**config.mk**
```make
export PLATFORM = sky130hd
export DESIGN_NAME = mem_port_bridge
export DESIGN_NICKNAME = d
export VERILOG_FILES = /design/src/rtl/mem_port_bridge.sv
export SDC_FILE = /design/constraint.sdc
export NUM_CORES = 1
export LEC_CHECK = 0
export CAP_MARGIN = 20
export CORE_MARGIN = 2
export CORE_UTILIZATION = 47
export DETAILED_ROUTE_END_ITERATION = 8
export PLACE_DENSITY = 0.82
export SYNTH_ARGS = -nofsm -noshare
export SYNTH_HDL_FRONTEND = slang
export SYNTH_SLANG_ARGS = --single-unit
```
**constraint.sdc**
```tcl
create_clock -name clk -period 5.3 [get_ports clk]
set_input_delay 1.06 -clock clk [delete_from_list [all_inputs] [get_ports clk]]
set_output_delay 1.06 -clock clk [all_outputs]
set_load 0.03 [all_outputs]
```
**src/rtl/mem_port_bridge.sv**
```systemverilog
// Serves the core's split instruction/data ports from one 64-bit physical memory port.
// Partial stores are done by read-modify-write; an optional one-line buffer serves repeat fetches.
module mem_port_bridge #(
  parameter bit LINE_BUF_EN = 1'b1
) (
  input  logic        clk,
  input  logic        rst,
  input  logic        instr_read,
  input  logic [31:0] instr_mem_address,
  output logic        instr_mem_resp,
  output logic [31:0] instr_mem_rdata,
  input  logic        data_read,
  input  logic        data_write,
  input  logic [3:0]  data_mbe,
  input  logic [31:0] data_mem_address,
  input  logic [31:0] data_mem_wdata,
  output logic        data_mem_resp,
  output logic [31:0] data_mem_rdata,
  output logic        pmem_read,
  output logic        pmem_write,
  output logic [31:0] pmem_address,
  output logic [63:0] pmem_wdata,
  input  logic        pmem_resp,
  input  logic [63:0] pmem_rdata
);

  typedef enum logic [2:0] {
    S_IDLE,
    S_RD,
    S_MERGE,
    S_WB,
    S_RESP
  } state_t;

  state_t      r_state, w_state_next;

  logic        r_sel_hi, w_sel_hi_next;
  logic        r_is_data, w_is_data_next;
  logic        r_is_store, w_is_store_next;
  logic [3:0]  r_mbe, w_mbe_next;
  logic [31:0] r_wdata, w_wdata_next;
  logic [63:0] r_line, w_line_next;

  logic        r_buf_valid, w_buf_valid_next;
  logic [28:0] r_buf_tag, w_buf_tag_next;
  logic [63:0] r_buf_line, w_buf_line_next;

  logic        r_instr_resp, w_instr_resp_next;
  logic [31:0] r_instr_rdata, w_instr_rdata_next;
  logic        r_data_resp, w_data_resp_next;
  logic [31:0] r_data_rdata, w_data_rdata_next;
  logic        r_pmem_read, w_pmem_read_next;
  logic        r_pmem_write, w_pmem_write_next;
  logic [31:0] r_pmem_address, w_pmem_address_next;
  logic [63:0] r_pmem_wdata, w_pmem_wdata_next;

  logic        w_hit;
  logic [31:0] w_old_half;
  logic [31:0] w_new_half;
  logic [63:0] w_merged;
  logic        w_unused;

  // Only the line address and the half-select bit matter; byte offsets are always zero.
  assign w_unused = ^{instr_mem_address[1:0], data_mem_address[1:0]};

  assign w_hit = LINE_BUF_EN && r_buf_valid && (r_buf_tag == instr_mem_address[31:3]);

  assign w_old_half = r_sel_hi ? r_line[63:32] : r_line[31:0];

  genvar gi;
  generate
    for (gi = 0; gi < 4; gi++) begin : g_merge_byte
      assign w_new_half[gi*8 +: 8] = r_mbe[gi] ? r_wdata[gi*8 +: 8] : w_old_half[gi*8 +: 8];
    end
  endgenerate

  assign w_merged = r_sel_hi ? {w_new_half, r_line[31:0]} : {r_line[63:32], w_new_half};

  always_comb begin
    w_state_next        = r_state;
    w_sel_hi_next       = r_sel_hi;
    w_is_data_next      = r_is_data;
    w_is_store_next     = r_is_store;
    w_mbe_next          = r_mbe;
    w_wdata_next        = r_wdata;
    w_line_next         = r_line;
    w_buf_valid_next    = r_buf_valid;
    w_buf_tag_next      = r_buf_tag;
    w_buf_line_next     = r_buf_line;
    w_instr_resp_next   = 1'b0;
    w_instr_rdata_next  = 32'h0;
    w_data_resp_next    = 1'b0;
    w_data_rdata_next   = 32'h0;
    w_pmem_read_next    = r_pmem_read;
    w_pmem_write_next   = r_pmem_write;
    w_pmem_address_next = r_pmem_address;
    w_pmem_wdata_next   = r_pmem_wdata;

    case (r_state)
      S_IDLE: begin
        if (data_write) begin
          w_is_data_next   = 1'b1;
          w_is_store_next  = 1'b1;
          w_sel_hi_next    = data_mem_address[2];
          w_mbe_next       = data_mbe;
          w_wdata_next     = data_mem_wdata;
          w_buf_valid_next = 1'b0;
          if (data_mbe == 4'b0000) begin
            w_state_next     = S_RESP;
            w_data_resp_next = 1'b1;
          end else begin
            w_state_next        = S_RD;
            w_pmem_read_next    = 1'b1;
            w_pmem_address_next = {data_mem_address[31:3], 3'b000};
          end
        end else if (data_read) begin
          w_is_data_next      = 1'b1;
          w_is_store_next     = 1'b0;
          w_sel_hi_next       = data_mem_address[2];
          w_state_next        = S_RD;
          w_pmem_read_next    = 1'b1;
          w_pmem_address_next = {data_mem_address[31:3], 3'b000};
        end else if (instr_read) begin
          w_is_data_next  = 1'b0;
          w_is_store_next = 1'b0;
          w_sel_hi_next   = instr_mem_address[2];
          if (w_hit) begin
            w_state_next       = S_RESP;
            w_instr_resp_next  = 1'b1;
            w_instr_rdata_next = instr_mem_address[2] ? r_buf_line[63:32] : r_buf_line[31:0];
          end else begin
            w_state_next        = S_RD;
            w_pmem_read_next    = 1'b1;
            w_pmem_address_next = {instr_mem_address[31:3], 3'b000};
          end
        end
      end

      S_RD: begin
        if (pmem_resp) begin
          w_pmem_read_next = 1'b0;
          w_line_next      = pmem_rdata;
          if (r_is_store) begin
            w_state_next = S_MERGE;
          end else begin
            w_state_next = S_RESP;
            if (r_is_data) begin
              w_data_resp_next  = 1'b1;
              w_data_rdata_next = r_sel_hi ? pmem_rdata[63:32] : pmem_rdata[31:0];
            end else begin
              w_instr_resp_next  = 1'b1;
              w_instr_rdata_next = r_sel_hi ? pmem_rdata[63:32] : pmem_rdata[31:0];
              if (LINE_BUF_EN) begin
                w_buf_valid_next = 1'b1;
                w_buf_tag_next   = r_pmem_address[31:3];
                w_buf_line_next  = pmem_rdata;
              end
            end
          end
        end
      end

      S_MERGE: begin
        w_state_next      = S_WB;
        w_pmem_write_next = 1'b1;
        w_pmem_wdata_next = w_merged;
      end

      S_WB: begin
        if (pmem_resp) begin
          w_pmem_write_next = 1'b0;
          w_state_next      = S_RESP;
          w_data_resp_next  = 1'b1;
        end
      end

      S_RESP: begin
        w_state_next = S_IDLE;
      end

      default: begin
        w_state_next = S_IDLE;
      end
    endcase
  end

  always_ff @(posedge clk or negedge rst) begin
    if (!rst) begin
      r_state        <= S_IDLE;
      r_sel_hi       <= 1'b0;
      r_is_data      <= 1'b0;
      r_is_store     <= 1'b0;
      r_mbe          <= 4'h0;
      r_wdata        <= 32'h0;
      r_line         <= 64'h0;
      r_buf_valid    <= 1'b0;
      r_buf_tag      <= 29'h0;
      r_buf_line     <= 64'h0;
      r_instr_resp   <= 1'b0;
      r_instr_rdata  <= 32'h0;
      r_data_resp    <= 1'b0;
      r_data_rdata   <= 32'h0;
      r_pmem_read    <= 1'b0;
      r_pmem_write   <= 1'b0;
      r_pmem_address <= 32'h0;
      r_pmem_wdata   <= 64'h0;
    end else begin
      r_state        <= w_state_next;
      r_sel_hi       <= w_sel_hi_next;
      r_is_data      <= w_is_data_next;
      r_is_store     <= w_is_store_next;
      r_mbe          <= w_mbe_next;
      r_wdata        <= w_wdata_next;
      r_line         <= w_line_next;
      r_buf_valid    <= w_buf_valid_next;
      r_buf_tag      <= w_buf_tag_next;
      r_buf_line     <= w_buf_line_next;
      r_instr_resp   <= w_instr_resp_next;
      r_instr_rdata  <= w_instr_rdata_next;
      r_data_resp    <= w_data_resp_next;
      r_data_rdata   <= w_data_rdata_next;
      r_pmem_read    <= w_pmem_read_next;
      r_pmem_write   <= w_pmem_write_next;
      r_pmem_address <= w_pmem_address_next;
      r_pmem_wdata   <= w_pmem_wdata_next;
    end
  end

  assign instr_mem_resp  = r_instr_resp;
  assign instr_mem_rdata = r_instr_rdata;
  assign data_mem_resp   = r_data_resp;
  assign data_mem_rdata  = r_data_rdata;
  assign pmem_read       = r_pmem_read;
  assign pmem_write      = r_pmem_write;
  assign pmem_address    = r_pmem_address;
  assign pmem_wdata      = r_pmem_wdata;

endmodule

```
=== After elaboration in Yosys (flattened, before gate mapping) ===
Cells that the tools add are included.

* Equal/unequal tests: 14
* Mux-type cells: 70
* Bitwise logic cells: 2
* Reduce and logical (&&, ||, !) cells: 15

{| class="wikitable"
|+ Operators by type and width
! cell !! count
|-
| $mux W32 || 19
|-
| $mux W64 || 1
|-
| $pmux W32 S2 || 1
|-
| $mux W8 || 4
|-
| $mux W1 || 31
|-
| $eq A29 B29 Y1 || 1
|-
| $mux W3 || 8
|-
| $ne A2 B2 Y1 const B || 6
|-
| $pmux W3 S4 || 1
|-
| $reduce_and A5 Y1 || 2
|-
| $ne A4 B4 Y1 const B || 2
|-
| $pmux W1 S2 || 4
|-
| $reduce_and A2 Y1 || 4
|-
| $reduce_and A4 Y1 || 2
|-
| $eq A3 B2 Y1 const B || 2
|-
| $ne A3 B3 Y1 const B || 2
|-
| $logic_not A4 Y1 || 1
|-
| $reduce_bool A2 Y1 || 2
|-
| $eq A3 B1 Y1 const B || 1
|-
| $logic_not A3 Y1 || 1
|-
| $pmux W1 S3 || 1
|-
| $reduce_and A3 Y1 || 1
|-
| $reduce_bool A3 Y1 || 1
|-
| $not A1 Y1 || 2
|-
| $logic_and A1 B1 Y1 || 1
|}

* Register bits after elaboration: 364

=== Logic depth before layout (Yosys ltp) ===
* Depth after elaboration: 7
* Depth in mapped cells: 10
* Gate-level depth less buffers: 6

=== Worst setup path after synthesis ===
OpenSTA, ideal clock, no wires.

* Kind: input to register
* Start: input instr_mem_address[8]
* End: register r_pmem_address[21], in the netlist pmem_address[21]
* Setup time: 139 ps
* Arrival: 2597 ps
* Slack: 2565 ps
* Cell stages on the path: 8
* Path buffers: 2
* Cell sequence: xor2_1 nor4_1 nand4_1 or4_1 clkbuf_1 clkbuf_1 a21oi_1 a31oi_1

* Longest elaborated chain between the ends: 4

{| class="wikitable"
|+ RTL lines
! item !! RTL line !! text
|-
| start, declared || 9 || <nowiki>input logic [31:0] instr_mem_address,</nowiki>
|-
| $eq A29 B29 Y1 || 66 || <nowiki>assign w_hit = LINE_BUF_EN && r_buf_valid && (r_buf_tag == instr_mem_address[31:3]);</nowiki>
|-
| $logic_and A1 B1 Y1 || 66 ||
|-
| $ne A3 B3 Y1 (no line) || - ||
|-
| $reduce_and A4 Y1 (no line) || - ||
|-
| end signal, assigned || 224 || <nowiki>r_pmem_address <= w_pmem_address_next;</nowiki>
|-
| end, declared || 54 || <nowiki>logic [31:0] r_pmem_address, w_pmem_address_next;</nowiki>
|}

Every way passes these cells.
A chain may end at the register's enable or synchronous reset.

=== Final worst setup path ===
* Start: input instr_mem_address[15]
* End: register r_pmem_address[3], in the netlist pmem_address[3]

Same word-level chain as after synthesis.

==> results.py <==
metrics = {
    "pwr": {
        "internal-power_uw": 7576,
        "p_per_area_mw_per_mm2": 617.2,
        "leakage_uw": 0.009585,
        "ir_worst_vdd_mv": 0.2941,
        "p_clk_frac": 0.222,
        "combPwrFrac": 0.393,
        "sequentialPowerShare": 0.386,
        "switching_power_uw": 4726,
        "p_sw_frac": 0.3842,
    },
    "sta": {
        "setup_viol": 0,
        "clock_skew_ns": 0.01354,
        "period_needed_ns": 3.553,
        "max_freq_mhz": 281.4,
        "slew_viol_final": 0,
        "rsz0062_at_grt": "false",
        "holdWs_ns": 0.4713,
        "relSlewSlack": 0.2092,
        "tightest_slew_ns": 1.184,
        "post-route-period-util": 0.6704,
        "fin_setup_tns_ns": 0,
        "hold_viol_final": 0,
    },
    "finish": {
        "syn2layout_area_growth_pct": 32.50,
        "drive_gt1_frac": 0.07211,
        "final_nets": 1933,
        "utilization": 0.6316,
        "fin_cells": 2195,
    },
    "place": {
        "gp_congestion": 0.8657,
        "hpwl_um": 28230,
        "port_buffers": 326,
        "place_inst": 2122,
    },
    "clock_tree": {
        "htree_levels": 2,
        "clk_pin_slew_worst_paths_ns": 0.05,
        "cts_hold_buf": 0,
        "clk_path_buf_depth": 3,
        "cts_root_buf": "clkbuf_16",
        "cts_resized": 0,
        "clk_latency_ns": 0.52,
        "cts_tree": "done",
        "cts-buffers-inserted": 40,
        "clock_sinks": 361,
        "cts_setup_buffers": 0,
    },
    "synthesis": {
        "synth_ff_type": "dfrtp_1",
        "yosysTopAreaCell": "dfrtp_1",
        "synth_commonest_cells": "nand2_1, dfrtp_1, mux2i_1",
        "seq_area_frac_synth": 0.6005,
        "synth_cell_types": 39,
        "syn_area_mm2": 0.01504,
        "yosysMostFrequentCell": "nand2_1",
        "synthTopCellsByArea": "dfrtp_1, nand2_1, mux2i_1, a21oi_1, mux2_2",
        "ys_seq_elements": 361,
        "synth_warnings": 0,
        "synth_top_area_share": 0.6005,
        "synthArstFlopShare": 1.000,
        "synth_cells": 1472,
        "avgSynthCellArea_um2": 10.22,
        "synth_edf_count": 0,
    },
    "die": {
        "core-area_mm2": 0.03156,
        "rows": 65,
        "fp.dieH_um": 182.9,
        "start_util": 0.4767,
        "die_area_mm2": 0.03345,
        "ios": 334,
        "die_w_um": 182.9,
    },
    "setup_path": {
        "crit_fanout": 59,
        "cp.arrival_ns": 3.90,
        "startpoint_type": "input port",
        "setup.worst_path.start": "instr_mem_address[15]",
        "path_class": "input port to register",
        "r2r_start": "r_buf_tag[4]$_DFFE_PN0P_",
        "crit_required_ns": 5.64,
        "end_kind": "register",
    },
    "global_route": {
        "busiest_layer": "met2",
        "grt_pass1_wl_um": 66610,
        "grt_pass1_vias": 12280,
        "gr-usage-met3": 0.06096,
        "grt_max_degree": 120,
        "grt_util_met1": 0.3178,
        "grt_use_total": 0.2538,
        "grtUsageMet2": 0.4242,
        "antenna_found_initial": 4,
        "overflow": 0,
    },
    "routing": {
        "drcViolationCount": 0,
        "wire_per_inst_um": 19.51,
        "drt-total-wl_um": 42820,
        "drtIter0Drc": 812,
        "first_pass_iters": 8,
        "num_vias": 12000,
        "vias_per_cell": 5.467,
        "antenna_left": 0,
    },
    "job": {
        "cap_violations": 0,
    },
    "hold_path": {
        "hold_start": "r_line[22]$_DFFE_PN0P_",
        "hold_path_class": "register to register",
    },
    "status": {
        "status": "finished clean",
    },
}
placed cells by master (no fill, tap or decap), types with 2 or more instances in the layout:
cell,instances
nand2_1,482
dfrtp_1,360
clkdlybuf4s50_1,324
mux2i_1,157
nor2_1,105
a21oi_1,96
clkbuf_16,42
mux2_2,36
o22ai_1,31
a31oi_1,29
xor2_1,26
buf_4,14
clkbuf_1,8
nor4_1,7
clkbuf_8,7
nor2b_1,6
clkinv_2,5
diode_2,4
nand2b_1,4
o21ai_0,3
a22o_1,3
conb_1,3
buf_12,3
nor3_2,2
a21o_1,2
nor3_1,2
bufinv_16,2
clkinvlp_4,2
worst paths after layout:
| check | to | cells past startpoint | slack (ns) |
|---|---|---|---|
| min | r_line[22]$_DFFE_PN0P_ | 2 | 0.47 |
| max in group asynchronous | r_line[44]$_DFFE_PN0P_ | 2 | 3.48 |
| min in group asynchronous | r_buf_line[34]$_DFFE_PN0P_ | 1 | 0.60 |
| min reg2reg | r_line[22]$_DFFE_PN0P_ | 2 | 0.47 |
| max | pmem_address[3]$_DFFE_PN0P_ | 7 | 1.75 |
| max reg2reg | pmem_address[3]$_DFFE_PN0P_ | 6 | 2.33 |
cell type report:
class                   count  area, um2
repair buffers            344       3440
flip-flops and latches    361       9035
clock inverters            11      127.6
fillers                  2439      11620
well taps                 402      503.0
inverters                   1      3.754
clock buffers              57       1177
diodes                      4      10.01
multi-input cells        1015       5635
flip-flops by register name, indices dropped and copies added (netlist names), 3 cells and up:
register,cells
instr_mem_rdata,32
r_buf_tag,29
r_mbe,4
data_mem_rdata,32
r_buf_line,64
r_line,64
r_state,3
pmem_address,29
pmem_wdata,64
r_wdata,32
power by group through the flow:
stage	registers [uW]	clock network [uW]	logic (uW)
detailed placement	4750	0	4800
finish	4740	2730	4830
CTS	4730	2780	4850
floorplan	5390	0	2240
global placement	4690	0	4640
global route	4870	2890	5220
per-stage QoR:
| stage | total power [uW] | instance area, um2 | setup WS (ns) |
|---|---|---|---|
| 2_1_floorplan | 7635 | 15050 | 2.565 |
| 3_3_place_gp | 9329 | 18590 | 1.289 |
| 3_5_place_dp | 9550 | 18600 | 1.219 |
| 4_1_cts | 12360 | 19900 | 1.760 |
| 5_1_grt | 12980 | 19930 | 1.613 |
| 6_report | 12300 | 19930 | 1.747 |
routing by layer:
layer	vias up	share of wire
li1	5443	-
met1	5907	0.40
met2	529	0.48
met3	118	0.082
met4	2	0.045
met5	-	0.00030
worst max-delay path, stage by stage:
cell and delay (ns):
clkdlybuf4s50_1 0.48, xor2_1 0.17, nor4_1 0.35, nand4_1 0.23
or4_2 1.21, a21oi_1 0.30, a31oi_1 0.06
cells by family after synthesis:
group | after synthesis | share of synthesized area
simple gates | 623 | 0.1611
flops | 361 | 0.6005
mux | 193 | 0.1314
compound gates | 170 | 0.06379
buf+inv | 98 | 0.02778
xor+xnor | 26 | 0.01514
other cells | 1 | 0.0002493
(Power assumes the default switching activity.)
